--- src/rtl/i2s_pkg.sv ---
// Constants and helpers shared by the I2S transmitter and receiver.
package i2s_pkg;

    // Word-select levels: low while the left channel is on the wire.
    localparam logic WS_LEFT  = 1'b0;
    localparam logic WS_RIGHT = 1'b1;

    // Width of a counter that runs 0..n-1. Never narrower than one bit.
    function automatic int cnt_width(input int n);
        return (n > 1) ? $clog2(n) : 1;
    endfunction

endpackage

--- src/rtl/i2s_sck_gen.sv ---
// Bit-clock generator: divides clk down to SCK and flags the clk cycle
// just before each SCK edge so the rest of the logic can act on it.
module i2s_sck_gen
    import i2s_pkg::*;
#(
    parameter int CLK_DIV = 4
) (
    input  logic clk,
    input  logic rst,
    input  logic tx_en,
    output logic sck,
    output logic sck_fall,
    output logic sck_rise
);

    localparam int              DW      = cnt_width(CLK_DIV);
    localparam logic [DW-1:0]   DIV_MAX = DW'(CLK_DIV - 1);

    logic [DW-1:0] div_cnt;
    logic          tick;

    // A tick is the cycle whose clock edge toggles SCK.
    assign tick     = tx_en && (div_cnt == DIV_MAX);
    assign sck_fall = tick && sck;
    assign sck_rise = tick && !sck;

    // Half-period counter and SCK register; parked low while disabled.
    always_ff @(posedge clk or negedge rst) begin
        if (!rst) begin
            div_cnt <= '0;
            sck     <= 1'b0;
        end else if (!tx_en) begin
            div_cnt <= '0;
            sck     <= 1'b0;
        end else if (tick) begin
            div_cnt <= '0;
            sck     <= ~sck;
        end else begin
            div_cnt <= div_cnt + 1'b1;
        end
    end

endmodule

--- src/rtl/transmitter_i2s.sv ---
// I2S master transmitter. It generates SCK/WS and shifts one stereo frame
// out MSB-first with the one-SCK data delay of Philips timing. A single
// frame holding buffer sits between the valid/ready producer and the
// frame-rate shift register.
module transmitter_i2s
    import i2s_pkg::*;
#(
    parameter int DATA_SIZE = 16,
    parameter int SLOT_SIZE = 16,
    parameter int CLK_DIV   = 4
) (
    input  logic                 clk,
    input  logic                 rst,
    input  logic                 tx_en,
    input  logic                 s_valid,
    input  logic [DATA_SIZE-1:0] s_left,
    input  logic [DATA_SIZE-1:0] s_right,
    output logic                 s_ready,
    output logic                 i2s_sck,
    output logic                 i2s_ws,
    output logic                 i2s_sd,
    output logic                 underrun
);

    localparam int            BW       = cnt_width(SLOT_SIZE);
    localparam logic [BW-1:0] BIT_LAST = BW'(SLOT_SIZE - 1);
    localparam int            FW       = 2 * SLOT_SIZE;

    logic                 sck_fall;
    logic                 sck_rise_unused;  // only a receiver samples on the rising edge
    logic [BW-1:0]        bit_cnt;
    logic [FW-1:0]        sr;
    logic                 buf_full;
    logic [DATA_SIZE-1:0] buf_l;
    logic [DATA_SIZE-1:0] buf_r;
    logic                 accept;
    logic                 slot_end;
    logic                 frame_start;
    logic [SLOT_SIZE-1:0] slot_l;
    logic [SLOT_SIZE-1:0] slot_r;

    i2s_sck_gen #(
        .CLK_DIV (CLK_DIV)
    ) u_sck_gen (
        .clk      (clk),
        .rst      (rst),
        .tx_en    (tx_en),
        .sck      (i2s_sck),
        .sck_fall (sck_fall),
        .sck_rise (sck_rise_unused)
    );

    assign s_ready     = !buf_full;
    assign accept      = s_valid && !buf_full;
    assign slot_end    = sck_fall && (bit_cnt == BIT_LAST);
    // A frame begins when the last right-slot bit is done and WS goes left.
    assign frame_start = slot_end && (i2s_ws == WS_RIGHT);

    // Samples sit left-justified in their slots; trailing slot bits are zero.
    assign slot_l = SLOT_SIZE'(buf_l) << (SLOT_SIZE - DATA_SIZE);
    assign slot_r = SLOT_SIZE'(buf_r) << (SLOT_SIZE - DATA_SIZE);

    // Holding buffer: fill on handshake, drain into the shift register at frame start.
    always_ff @(posedge clk or negedge rst) begin
        if (!rst) begin
            buf_full <= 1'b0;
            buf_l    <= '0;
            buf_r    <= '0;
        end else if (frame_start && buf_full) begin
            buf_full <= 1'b0;
        end else if (accept) begin
            buf_full <= 1'b1;
            buf_l    <= s_left;
            buf_r    <= s_right;
        end
    end

    // Slot position and word select, advanced on every SCK falling edge.
    always_ff @(posedge clk or negedge rst) begin
        if (!rst) begin
            bit_cnt <= BIT_LAST;
            i2s_ws  <= WS_RIGHT;
        end else if (!tx_en) begin
            bit_cnt <= BIT_LAST;
            i2s_ws  <= WS_RIGHT;
        end else if (slot_end) begin
            bit_cnt <= '0;
            i2s_ws  <= ~i2s_ws;
        end else if (sck_fall) begin
            bit_cnt <= bit_cnt + 1'b1;
        end
    end

    // Serialiser: SD always takes the bit shifted out, so the frame-start edge
    // still emits the previous right LSB and the new left MSB follows one SCK later.
    always_ff @(posedge clk or negedge rst) begin
        if (!rst) begin
            sr     <= '0;
            i2s_sd <= 1'b0;
        end else if (!tx_en) begin
            sr     <= '0;
            i2s_sd <= 1'b0;
        end else if (sck_fall) begin
            i2s_sd <= sr[FW-1];
            if (frame_start)
                sr <= buf_full ? {slot_l, slot_r} : '0;
            else
                sr <= {sr[FW-2:0], 1'b0};
        end
    end

    // One-cycle flag when a frame has to go out as silence.
    always_ff @(posedge clk or negedge rst) begin
        if (!rst)
            underrun <= 1'b0;
        else
            underrun <= frame_start && !buf_full;
    end

endmodule
--- config.mk ---
export PLATFORM = sky130hd
export DESIGN_NAME = transmitter_i2s
export DESIGN_NICKNAME = d
export VERILOG_FILES = /design/src/rtl/i2s_pkg.sv /design/src/rtl/i2s_sck_gen.sv /design/src/rtl/transmitter_i2s.sv
export SDC_FILE = /design/constraint.sdc
export NUM_CORES = 1
export LEC_CHECK = 0
export CAP_MARGIN = 20
export CORE_MARGIN = 3
export CORE_UTILIZATION = 25
export DETAILED_ROUTE_END_ITERATION = 12
export GPL_TIMING_DRIVEN = 0
export PLACE_DENSITY_LB_ADDON = 0.05
export SLEW_MARGIN = 20
export SYNTH_ARGS = -nofsm -noshare
export SYNTH_HDL_FRONTEND = slang
export SYNTH_HIERARCHICAL = 1
export SYNTH_SLANG_ARGS = --single-unit
--- constraint.sdc ---
create_clock -name clk -period 2.6 [get_ports clk]
set_clock_uncertainty 0.05 [all_clocks]
set_input_delay 0.52 -clock clk [delete_from_list [all_inputs] [get_ports clk]]
set_output_delay 0.52 -clock clk [all_outputs]
set_load 0.005 [all_outputs]
==> results.md, run 1 <==
* Clock buffer depth at 2
* Total Nets Final at 375
* Cts hold-fix bufs at 0
* DRT Wirelength at ~8.4 mm
* # DRC at 0
* Root Buffer: clkbuf_16
* Peak VDD IR at 0.000327 V
* Final setup violation count at 0
* Met2 WL post-DR at between 3 and 4 mm
* Syn Nets at 323
* Synthesized instance count at about 290
* Mean Syn Cell Area at about 12 sq um
* CP cell instances: clkdlybuf4s50_1, and3_2, buf_4, clkbuf_1, nand3b_1, o21ai_0, a221o_1
* Per-cell routed wire length at ~16 microns
* Leak pwr at between 1.5 and 2 nW
* Max Fanout on Critical Path at 10
* GRT Total Usage at between 10% and 20%
* Worst-margin pin slew at a little over 0.5 ns
* Crit Path Class: input port to register
* CTS tree: yes
* Setup repair bufs after CTS at 0
* Worst skew pair latency at 0.33 ns
* Met3 routed WL at between 300 and 400 microns
* Die span in y at between 100 and 150 microns
* # diodes at 0
* FP Rows at 42
* Reg2Reg Depth at 7
* Fin crit share at a little over four fifths
* Final Hold Fails at 0
* Layout cells sized above 1 at between 20% and 30%
* Pwr Density at approximately 800 nW/um^2
* Worst Setup Start Kind: input port
* GR Overflow Total at 0
* TritonCTS Sinks at 75
* I/O Pins at about 40
* Slowest stage delay, CP at ~0.56 ns
* H-tree Lvls at 3
* Die Width at 124 microns
* Global-route wire length before repair at 14.2 mm
* Clock-pin slew on the worst setup and hold paths at roughly 0.06 ns
* Hold Crit Class: input port to asynchronous set/reset pin
* Relative slew slack at about 66%
* Drt pass-1 iters at 4
* Setup WS pre-CTS at ~0.042 ns
* Worst setup margin at 0.399 ns
* Initial core utilization at between 20% and 30%
* WL met1 at 4.14 mm
* Slowest-stage cell, CP: clkdlybuf4s50_1
* RePlAce Congestion at between 0.7 and 0.8
* Max layer used: met4
* Max-slew violations at 0
* Syn Std Cell Area at between 3000 and 4000 sq um
* Die area at ~15000 sq um
* CORE AREA at about 13000 sq um
* Area growth syn-to-layout at 28.6%
* CP required at 2.76 ns
* Vias per cell at 4.75
* Final hold slack at around 0.063 ns
* Initial antenna violation count at 0
* Final min period at roughly 2.2 ns
* Resized cells post-CTS at 0
* Antenna-violating nets left at 0
* Vias in the first global route at around 2600
* Max Fclk at roughly 0.45 GHz
* Port-buffer cells at 40
* RSZ-0062 raised after global routing: no
* Vias at 2462
* CTS buffer count at 9
* Data arrival time of the critical path at ~2.4 ns
* Status: completed
* Ys Warns at 6
* Max-cap viol count at 0
* Type of destination of the critical path: register
* Initial DRC count at 179
* Largest net degree at the start of global routing at 49
* Detailed Place HPWL at ~5.5 mm
-- routing by layer --
layer  up-vias  global-route usage (%)
li1       1167                       -
met1      1240                    16.5
met2        43                    18.5
met3        12                    3.50
met4         0                    3.94
met5         -                       0
-- registers in the layout, indices dropped and copies added, names as in the netlist --
| register | count |
|---|---|
| u_sck_gen/sck | 1 |
| underrun | 1 |
| sr | 32 |
| i2s_ws | 1 |
| buf_full | 1 |
| i2s_sd | 1 |
| buf_r | 16 |
| bit_cnt | 4 |
| buf_l | 16 |
| u_sck_gen/div_cnt | 2 |
-- layout make-up --
class | instances | area (sq um)
clock buffers | 11 | 243
multi-input cells | 180 | 1410
repair buffers | 41 | 425
clock inverters | 5 | 100
inverters | 4 | 15.0
plain buffers | 26 | 153
well taps | 176 | 220
flip-flops and latches | 75 | 1880
fillers | 1335 | 8960
-- report_power, final --
group | internal, mW | switching, mW | total [mW]
combinational | 0.297 | 0.150 | 0.448
sequential | 1.44 | 0.168 | 1.60
clock | 0.961 | 0.483 | 1.44
total | 2.69 | 0.802 | 3.50
-- per-stage QoR --
stage                     instances  setup TNS [ns]  area, sq um  total power, mW  util, %
after floorplan                 285               0         3460             1.87        -
after detailed placement        502               0         4100             2.09     30.6
after CTS                       518               0         4440             3.58     33.2
final                           518               0         4440             3.50     33.2
after global routing            518               0         4440             3.69     33.2
after global placement          501         -153.04         4080             2.08     30.4
-- worst max-delay path: cells and delay by family --
family / cells / cell delay [ns]
buffers and inverters: 3 / 1.07
and+or+nand+nor: 2 / 0.40
AOI/OAI and AO/OA: 2 / 0.36
-- path summary, 6_finish.rpt --
check,start,to,slack [ns]
setup / recovery,tx_en,sr[18],0.40
hold / removal,rst,buf_r[7],0.06
setup reg to reg,u_sck_gen/div_cnt[0],sr[18],0.61
hold reg to reg,u_sck_gen/div_cnt[0],u_sck_gen/div_cnt[0],0.38
max in group asynchronous,rst,sr[17],1.85
min in group clk,u_sck_gen/div_cnt[0],u_sck_gen/div_cnt[0],0.38
-- placed cells by master (no fill, tap or decap), drive strengths merged --
cell,n
nand4,3
clkdlybuf4s50,39
nand3,1
a221o,31
buf,20
o311ai,1
dfstp,5
ha,2
a21oi,2
nand2,28
o21ai,27
nand3b,24
and3b,1
xor2,1
or2b,1
and3,3
inv,4
a32o,7
a31o,1
dfrtp,70
and2,2
nor2b,4
bufinv,3
mux2i,2
clkbuf,19
a21o,1
nor2,2
o22ai,1
or2,1
clkinv,2
nor3b,1
xnor2,1
mux2,32
No activity file was read; power rests on OpenSTA's default activity.
==> run 2: changes to the inputs <==
Clock period 2.6 ns to 2.2 ns, I/O delays scaled along.
==> results.md, run 2 (synthesis results as in run 1) <==
* R2R Setup Slk at 0.22 ns (-0.39 ns)
* Peak VDD IR at 0.000387 V (+18%)
* Per-cell routed wire length at 16.3 microns (+0.17%)
* Max-cap viol count at 0 (unchanged)
* Register area at 1880 sq um (unchanged)
* Placed insts at 502 (unchanged)
* Max Fanout on Critical Path at 10 (unchanged)
* Setup repair bufs after CTS at 0 (unchanged)
* Clock buffer depth at 2 (unchanged)
* # DRC at 0 (unchanged)
* RePlAce Congestion at 0.706 (unchanged)
* Worst skew pair latency at 0.33 ns (about the same)
* Root Buffer: clkbuf_16
* H-tree Lvls at 3 (unchanged)
* TritonCTS Sinks at 75 (unchanged)
* Final setup violation count at 0 (unchanged)
* Port-buffer cells at 40 (unchanged)
* Leak pwr at 1.84 nW (+0.54%)
* Top reg by flops: sr
* Area growth syn-to-layout at 29.1%
* Pwr Density at 927 nW/um^2 (+18%)
* CP required at 2.36 ns (-0.40 ns)
* FP Rows at 42 (unchanged)
* Type of destination of the critical path: register
* Fin crit share at 93.2%
* # diodes at 0 (unchanged)
* Vias in the first global route at 2565 (unchanged)
* Hold path startpoint: u_sck_gen/div_cnt[0]
* Worst Setup Start Kind: input port
* Footprint of the multi-input gates at 1410 sq um (+0.18%)
* Largest registers: sr (32), buf_l (16), buf_r (16)
* Largest net degree at the start of global routing at 49 (unchanged)
* Critical path's top delay family: buffers and inverters
* GR Overflow Total at 0 (unchanged)
* Crit Path Class: input port to register
* Data arrival time of the critical path at 2.21 ns (-0.15 ns)
* Final TNS setup at 0 ns (unchanged)
* DRT Wirelength at 8.48 mm (+0.37%)
* Hold depth at 1
* Hold Crit Class: register to register
* Global-route wire length before repair at 14.2 mm (unchanged)
* Relative slew slack at 66.3% (+0.48 points)
* Die area at 15300 sq um (unchanged)
* Worst-margin pin slew at 0.506 ns (-0.00726 ns)
* Antenna-violating nets left at 0 (unchanged)
* Initial antenna violation count at 0 (unchanged)
* Filler cell count at 1337 (+0.15%)
* Vias at 2481 (+0.77%)
* Die span in y at 124 microns (unchanged)
* Slowest stage delay, CP at 0.56 ns (about the same)
* Max Fclk at 0.488 GHz
* Status: completed
* Final min period at 2.05 ns
* Most common cell after layout, fill and taps aside: dfrtp_1
* Layout cells sized above 1 at 24.2% (+0.81 points)
* Commonest non-fill, non-tap cells in the layout: dfrtp_1, clkdlybuf4s50_1, mux2_2
* Worst setup margin at 0.150 ns (-0.249 ns)
* Initial core utilization at 25.8% (unchanged)
* Slowest-stage cell, CP: clkdlybuf4s50_1
* CTS tree: yes
* GRT Total Usage at 12.1% (unchanged)
* Vias per cell at 4.78 (+0.58%)
* Origin of the critical flop-to-flop path: u_sck_gen/div_cnt[0]
* Overall power at 4.14 mW (+18%)
* Die Width at 124 microns (unchanged)
* Max reg flops at 32 (unchanged)
* Reg2Reg Depth at 7 (unchanged)
* I/O Pins at 41 (unchanged)
* Drt pass-1 iters at 5 (+1)
* CTS buffer count at 9 (unchanged)
* Setup WS pre-CTS at -0.278 ns (-0.320 ns)
* Clock-pin slew on the worst setup and hold paths at 0.06 ns (about the same)
* CP cell instances: clkdlybuf4s50_1, and3_2, buf_4, nor2b_1, clkbuf_1, a32o_1, a221o_2
* CORE AREA at 13400 sq um (unchanged)
* RSZ-0062 raised after global routing: no
* Total Nets Final at 376 (+0.27%)
* Max-slew violations at 0 (unchanged)
* Detailed Place HPWL at 5.54 mm (unchanged)
* Hold EP: u_sck_gen/div_cnt[0]
* Worst R2R End: sr[31]
* CP bufs+invs at 3 (unchanged)
* Final Hold Fails at 0 (unchanged)
* Initial DRC count at 169 (-5.6%)
* Finished Layout Cells at 519 (+0.19%)
## run 2: what timing repair did
item | 4_1_cts | 5_1_grt
setup endpoints to repair | 0 | 19
hold endpoints to repair | 22 | 0
gates resized for setup | 0 | 6
hold buffers | 1 | 0
## run 2: worst max-delay path by stage
stage,startpoint,endpoint,cells after the start
floorplan,u_sck_gen/div_cnt[0],sr[31],7
global placement,rst,buf_l[10],1
detailed placement,tx_en,sr[22],7
CTS,tx_en,sr[22],7
global route,tx_en,bit_cnt[3],6
finish,tx_en,sr[31],7
## run 2: area by class of cell
cell class              instances  share of cell area [%]
flip-flops and latches         75                    42.2
plain buffers                  26                    3.53
clock inverters                 5                    2.24
clock buffers                  11                    5.44
well taps                     176                    4.94
multi-input cells             180                    31.5
inverters                       4                   0.337
repair buffers                 42                    9.76
## run 2: routing by layer
metal  GRT usage, %  wire, microns
met1           16.5           4140
met2           18.5           3860
met3           3.45            361
met4           3.94            121
met5              0              0
## run 2: power breakdown
part | internal, mW | switching (mW) | total (mW)
clock | 1.14 | 0.574 | 1.71
combinational | 0.353 | 0.178 | 0.531
sequential | 1.70 | 0.199 | 1.90
total | 3.18 | 0.951 | 4.14
## run 2: through the flow
step                      cell area (sq um)  hold slack, ns  util (%)
after floorplan                        3460          0.0944         -
after global placement                 4080           0.374      30.4
after detailed placement               4100           0.353      30.6
after CTS                              4450           0.390      33.2
after global routing                   4460           0.414      33.3
final                                  4460           0.382      33.3
==> run 3: changes to the inputs <==
Settings changed: CAP_MARGIN 20 to 40, PLACE_DENSITY_LB_ADDON 0.05 to unset, TNS_END_PERCENT set to 100.
==> results.md, run 3 (synthesis results as in run 1) <==
* TritonCTS Sinks at 75 (unchanged)
* Worst-margin pin slew at 0.474 ns (-0.0322 ns)
* Final TNS setup at 0 ns (unchanged)
* Power Internal at 2.98 mW (-6.5%)
* CTS buffer count at 9 (unchanged)
* Initial DRC count at 179 (+5.9%)
* Clock buffer depth at 2 (unchanged)
* Type of destination of the critical path: register
* GR Util met1 at 14.8% (-1.7 points)
* Origin of the critical flop-to-flop path: u_sck_gen/div_cnt[0]
* CP startpoint: tx_en
* Clock-pin slew on the worst setup and hold paths at 0.06 ns (about the same)
* Setup crit end: sr[9]
* Port-buffer cells at 40 (unchanged)
* Initial core utilization at 25.8% (unchanged)
* Max reg flops at 32 (unchanged)
* Peak VDD IR at 0.000396 V (+2.3%)
* Per-cell routed wire length at 14.7 microns (-9.7%)
* Worst skew pair latency at 0.34 ns (about the same)
* FP Rows at 42 (unchanged)
* Drt pass-1 iters at 4 (-1)
* Worst Setup Start Kind: input port
* Final Hold Fails at 0 (unchanged)
* Overall power at 3.91 mW (-5.5%)
* Final min period at 2.07 ns (+0.0239 ns)
* Global-route wire length before repair at 12.6 mm (-11%)
* Die Width at 124 microns (unchanged)
* Root Buffer: clkbuf_16
* Vias at 2463 (-0.73%)
* Comb power frac at 13.5% (+0.7 points)
* R2R Setup Slk at 0.23 ns (about the same)
* Total Nets Final at 375 (-0.27%)
* Busiest layer in global routing: met2
* H-tree Lvls at 3 (unchanged)
* Sequential share of power at 48.3% (+2.5 points)
* Max-slew violations at 0 (unchanged)
* Detailed Place HPWL at 5.11 mm (-7.8%)
* Max Fclk at 0.482 GHz (-1.2%)
* # DRC at 0 (unchanged)
* Sw Share at 23.8% (+0.85 points)
* Vias per cell at 4.76 (-0.34%)
* Antenna-violating nets left at 0 (unchanged)
* Worst R2R End: sr[9]
* Die span in y at 124 microns (unchanged)
* Area of placed instances at 4090 sq um (-0.18%)
* Met3 usage at 3.72% (+0.27 points)
* Area growth syn-to-layout at 27.3%
* Die area at 15300 sq um (unchanged)
* Commonest non-fill, non-tap cells in the layout: dfrtp_1, clkdlybuf4s50_1, mux2_2
* Largest net degree at the start of global routing at 42 (-14%)
* Layout cells sized above 1 at 23.8% (-0.44 points)
* GR Overflow Total at 0 (unchanged)
* CTS tree: yes
* Top reg by flops: sr
* Max Fanout on Critical Path at 10 (unchanged)
* RePlAce Congestion at 0.742 (+5.1%)
* Pwr Density at 889 nW/um^2 (-4.1%)
* Hold Crit Class: input port to asynchronous set/reset pin
* Finished Layout Cells at 517 (-0.39%)
* Crit Path Class: input port to register
* Filler cell count at 1381 (+3.3%)
* RSZ-0062 raised after global routing: no
* Status: completed
* Clock network power share at 38.2% (-3.1 points)
* I/O Pins at 41 (unchanged)
* Placed insts at 502 (unchanged)
* DRT Wirelength at 7.62 mm (-10%)
* NetSw at 932 uW (-2.0%)
* Max-cap viol count at 0 (unchanged)
* # diodes at 0 (unchanged)
* CP required at 2.37 ns (about the same)
* Final instance area at 4400 sq um (-1.4%)
* Leak pwr at 1.80 nW (-1.9%)
* GRT Total Usage at 10.7% (-1.4 points)
* Fin crit share at 94.3% (+1.1 points)
* Most common cell after layout, fill and taps aside: dfrtp_1
* Relative slew slack at 68.4% (+2.1 points)
* Final setup violation count at 0 (unchanged)
* Initial antenna violation count at 0 (unchanged)
* Met2 track demand over resource at 15.9% (-2.6 points)
* CORE AREA at 13400 sq um (unchanged)
* Vias in the first global route at 2461 (-4.1%)
* Reg2Reg Depth at 7 (unchanged)
* Data arrival time of the critical path at 2.24 ns (+0.03 ns)
* Largest registers: sr (32), buf_l (16), buf_r (16)
* Final hold slack at 0.0117 ns (-0.371 ns)
==> run 3: cell types whose count changed in the layout (fill, tap and decap cells not counted), sizes merged <==
| cell | before | now |
|---|---|---|
| bufinv | 3 | 1 |
| clkinv | 2 | 1 |
| clkinvlp | 0 | 2 |
| dlygate4sd3 | 1 | 0 |
| clkbuf | 20 | 19 |
| buf | 19 | 20 |
==> run 3: through the flow <==
step	util (%)	worst slack, ns
after floorplan	-	0.344
after global placement	30.4	-1.97
after detailed placement	30.6	-0.219
after CTS	32.8	0.128
after global routing	32.8	0.000390
final	32.8	0.126
==> run 3: critical path, stage by stage <==
cell             delay (ns)
clkdlybuf4s50_1        0.56
and3_2                 0.24
buf_4                  0.18
clkbuf_1               0.30
nand3b_1               0.16
o21ai_0                0.10
a221o_1                0.27
==> run 3: worst min path at each step <==
stage	from	end	slack (ns)	cells past startpoint
floorplan	rst	buf_full	0.09	0
global placement	u_sck_gen/div_cnt[0]	u_sck_gen/div_cnt[0]	0.37	1
global route	rst	sr[30]	0.05	1
detailed placement	rst	buf_l[9]	0.38	1
finish	rst	buf_l[9]	0.01	1
CTS	rst	sr[3]	0.02	1
==> run 3: routing by layer <==
| metal | part of all wire (%) | routed length, microns |
|---|---|---|
| met2 | 46 | 3510 |
| met1 | 47 | 3610 |
| met5 | 0 | 0 |
| met4 | 1.1 | 84 |
| met3 | 5.6 | 425 |
==> run 3: timing repair <==
action | in CTS | in global routing
setup endpoints to repair | 0 | 2
gates resized for setup | 0 | 2
buffers inserted | 0 | 0
hold buffers | 0 | 0
==> run 3: power by group through the flow <==
stage               Clock [mW]  Sequential (mW)  Combinational [mW]
floorplan                    0             1.83               0.377
global placement             0             1.92               0.517
detailed placement           0             1.93               0.535
CTS                       1.53             1.90               0.540
global route              1.59             1.93               0.593
finish                    1.49             1.89               0.526
==> run 3: final cells by class <==
| class | count | area, sq um | area share, % |
|---|---|---|---|
| buffer | 26 | 154 | 3.50 |
| clock buffer | 11 | 253 | 5.75 |
| clock inverter | 4 | 50.0 | 1.14 |
| inverter | 4 | 15.0 | 0.341 |
| multi-input combinational | 180 | 1410 | 31.9 |
| sequential | 75 | 1880 | 42.8 |
| tap | 176 | 220 | 5.01 |
| timing repair buffer | 41 | 418 | 9.50 |
==> RTL edit 1: new RTL, config.mk and constraints of run 3 <==
Register the output `underrun` once more, cleared by the reset; this adds one clock of latency there. The other outputs are not delayed to match.
--- a/src/rtl/transmitter_i2s.sv
+++ b/src/rtl/transmitter_i2s.sv
@@ -27,2 +27,4 @@
     localparam int            FW       = 2 * SLOT_SIZE;
+
+    logic underrun_s0;
 
@@ -114,5 +116,13 @@
         if (!rst)
-            underrun <= 1'b0;
+            underrun_s0 <= 1'b0;
         else
-            underrun <= frame_start && !buf_full;
+            underrun_s0 <= frame_start && !buf_full;
+    end
+
+    always_ff @(posedge clk or negedge rst) begin
+        if (!rst) begin
+            underrun <= '0;
+        end else begin
+            underrun <= underrun_s0;
+        end
     end
Check against the original RTL: not equivalent (a bounded check fails within 10 cycles, from zero or initial values and one cycle with rst low).
==> RTL edit 1 against run 3 <==
- routed wire length is 33% higher
- power is 9.4% higher
- area after synthesis rose by 21%
- critical path depth decreased by 4
- sequential cell count grew 1
- final area grew 17%
- worst setup slack got worse by 0.022 ns
- critical endpoint is now s_ready
==> RTL edit 1: results (changes against run 3) <==
Status
  – Status: complete, no violations (unchanged)

Power
  – Comb. pwr: 0.935 mW (was 0.526 mW)
  – Pwr dens: 829.2 nW/um2 (was 889.0 nW/um2)
  – Leakage power: 2.492 nW (was 1.803 nW)
  – Clock Power Share: 0.336 (was 0.382)
  – Switching power: 1.065 mW (was 0.9324 mW)

Timing
  – Slew @ Worst Pin: 0.5043 ns (was 0.4738 ns)

Global route
  – Vias in the first global route: 3305 (was 2461)

Placed design
  – Placed Area: 4861 um2 (was 4094 um2)
  – RePlAce Congestion: 0.7923 (was 0.7421)
  – Pre-CTS setup slack: -0.2684 ns (was -0.2194 ns)
  – HPWL after DPL: 7021 um (was 5110 um)

Critical path
  – FF-to-FF End: sr[6] (was sr[9])
  – CP startpoint: buf_full (was tx_en)
  – Crit path largest cell delay: 0.50 ns (was 0.56 ns)
  – Reg2Reg Depth: 8 (was 7)
  – WP data arrival: 1.61 ns (was 2.24 ns)

Final layout
  – Filler cells: 1663 (was 1381)
  – Share of cells above drive strength 1: 0.1901 (was 0.2375)
  – Layout Nets: 459 (was 375)

Drt
  – DRC marker count from the first detailed-route iteration: 243 (was 179)
  – Vias: 3056 (was 2463)
  – First-pass iteration count of the detailed router: 5 (was 4)
  – Routed WL per cell: 15.79 um (was 14.74 um)

Logic synthesis
  – Syn_nets: 407 (was 323)
## RTL edit 1: area by class of cell
type,count,area [um2],area share
Multi-Input combinational cell,251,1977,0.3834
Sequential cell,76,1909,0.3703
Timing Repair Buffer,41,417.9,0.08105
Buffer,40,284.0,0.05508
Clock buffer,13,270.3,0.05241
Tap cell,216,270.3,0.05241
Clock inverter,3,20.02,0.003883
Inverter,2,7.507,0.001456
## RTL edit 1: timing repair
action | CTS | global route
pin swaps | 0 | 0
setup endpoints to repair | 1 | 25
resized for setup | 1 | 6
## RTL edit 1: how the worst max path moves through the flow
| stage | endpoint | cells after the start |
|---|---|---|
| final | s_ready | 3 |
| after global routing | sr[1] | 7 |
| after detailed placement | sr[25] | 7 |
| after CTS | s_ready | 3 |
| after global placement | buf_r[15] | 1 |
| after floorplan | sr[30] | 8 |
## RTL edit 1: through the flow
stage                     hold slack (ns)    util  setup TNS [ns]  instances
final                             0.01615  0.3200               0        642
after global routing              0.04193  0.3200               0        642
after CTS                         0.03045  0.3197               0        642
after detailed placement           0.3017  0.3016          -7.677        626
after global placement             0.2920  0.3005         -159.45        625
after floorplan                   0.09441       -               0        369
## RTL edit 1: layer usage
metal,up-vias,wire (um),global-route usage
li1,1463,-,-
met1,1511,4794,0.1616
met2,72,4803,0.1889
met3,10,405,0.03158
met4,0,135,0.03471
met5,-,0,0
## RTL edit 1: worst register-to-register path, stage by stage (launching register included)
cell	delay (ns)
dfrtp_1	0.39
ha_1	0.24
and3_2	0.20
buf_6	0.13
and2_1	0.12
buf_2	0.15
buf_6	0.14
a32oi_1	0.22
nand2_1	0.09
==> RTL edit 2: new RTL, config.mk and constraints of run 3 <==
Without the edit above. Set the parameter `DATA_SIZE` to 8 (it was 16).
--- a/src/rtl/transmitter_i2s.sv
+++ b/src/rtl/transmitter_i2s.sv
@@ -7,3 +7,3 @@
 #(
-    parameter int DATA_SIZE = 16,
+    parameter int DATA_SIZE = 8,
     parameter int SLOT_SIZE = 16,
Ports: changed (resized s_left and s_right); port bits go from 41 to 25. No check against the original RTL was run, so the function may have changed too.
==> RTL edit 2 against run 3 <==
- count of clock-buffer cells in the layout is 5 lower
- global-route usage is 1.8 points lower
- core utilization decreased by 1.2 points
- area after synthesis decreased by 36%
- routed wire length decreased by 43%
- power fell by 49%
- sequential cell count decreased by 24
- die area fell by 35%
- worst setup slack better by 0.064 ns
- sequential share of layout area grew 5.6 points
- final area down 40%
- first-iteration DRC count decreased by 46%
- critical path type unchanged
- critical endpoint is now sr[24]
- largest cell class unchanged
==> RTL edit 2: results (changes against run 3) <==
Drt
  – DRC marker count from the first detailed-route iteration: 96 (was 179)
  – Vias: 1476 (was 2463)
  – WL final: 4322 um (was 7623 um)

Clock tree
  – Latest clock arrival within the worst-skew pair: 0.30 ns (was 0.34 ns)
  – Root buf cell: clkbuf_8 (was clkbuf_16)
  – Total CTS buffers: 5 (was 9)
  – H-tree Lvls: 2 (was 3)
  – Clock transition at the registers of the reported paths: 0.09 ns (was 0.06 ns)

Global route
  – Initial antenna violation count: 0 (unchanged)
  – Vias in the first global route: 1423 (was 2461)
  – Overall Global Routing Usage: 0.08945 (was 0.1070)
  – Largest net degree at the start of global routing: 52 (was 42)
  – First-pass GRT wire length: 7176 um (was 12630 um)
  – Grt met2 use: 0.1385 (was 0.1587)
  – M3 GR Usage: 0.02314 (was 0.03724)
  – GR Util met1: 0.1210 (was 0.1478)

Placed design
  – PortBufs: 24 (was 40)
  – Placed Area: 2566 um2 (was 4094 um2)
  – HPWL after DPL: 2929 um (was 5110 um)
  – RePlAce Congestion: 0.7396 (was 0.7421)

Run
  – Max Cap Viol: 0 (unchanged)

Final layout
  – Max reg flops: 24 (was 32)
  – Share of cells above drive strength 1: 0.2275 (was 0.2375)
  – Largest regs: sr: 24 flops, buf_l: 8 flops, buf_r: 8 flops (was sr: 32 flops, buf_l: 16 flops, buf_r: 16 flops)
  – Layout Nets: 210 (was 375)

Critical path
  – FF-to-FF End: sr[15] (was sr[9])
  – WP data arrival: 2.20 ns (was 2.24 ns)
  – Crit path largest cell delay: 0.53 ns (was 0.56 ns)
  – Worst r2r src: u_sck_gen/div_cnt[0] (unchanged)

Power
  – Leakage power: 1.118 nW (was 1.803 nW)
  – Worst vdd ir: 0.3225 mV (was 0.3956 mV)

Timing
  – Hold Slack: 0.09256 ns (was 0.01172 ns)

Logic synthesis
  – Syn_nets: 179 (was 323)

Status
  – Status: complete, no violations (unchanged)
## RTL edit 2: layer usage
metal / up-vias / part of all wire
met1: 767 / 0.49
met5: - / 0
met2: 28 / 0.46
met4: 0 / 0.015
met3: 6 / 0.036
li1: 675 / -
## RTL edit 2: worst max path at each step
stage	slack, ns	endpoint	startpoint	cells after the start
finish	0.19	sr[24]	tx_en	7
global route	0.05	sr[24]	tx_en	7
CTS	0.18	sr[24]	tx_en	7
detailed placement	-0.12	sr[14]	tx_en	7
global placement	-0.91	buf_r[1]	rst	1
floorplan	0.37	sr[10]	u_sck_gen/div_cnt[0]	7
## RTL edit 2: area by class of cell
type | count | area (um2)
Buffer | 11 | 76.32
Clock buffer | 6 | 72.57
Clock inverter | 2 | 12.51
Fill cell | 828 | 5731
Inverter | 3 | 11.26
Multi-Input combinational cell | 92 | 827.0
Sequential cell | 51 | 1282
Tap cell | 105 | 131.4
Timing Repair Buffer | 24 | 237.7
## RTL edit 2: power breakdown
part           total (mW)  internal [mW]  switching, mW
Clock               0.524          0.223          0.301
Combinational       0.290          0.189          0.101
Sequential           1.20           1.10         0.0962
## RTL edit 2: metrics by stage
step                setup slack [ns]  utilization  total power [mW]  std cells
finish                        0.1897       0.3163             2.009        294
global placement             -0.9069       0.3065             1.506        286
global route                 0.04637       0.3163             2.119        294
CTS                           0.1845       0.3163             2.043        294
floorplan                     0.3654            -             1.382        157
detailed placement           -0.1154       0.3062             1.516        286
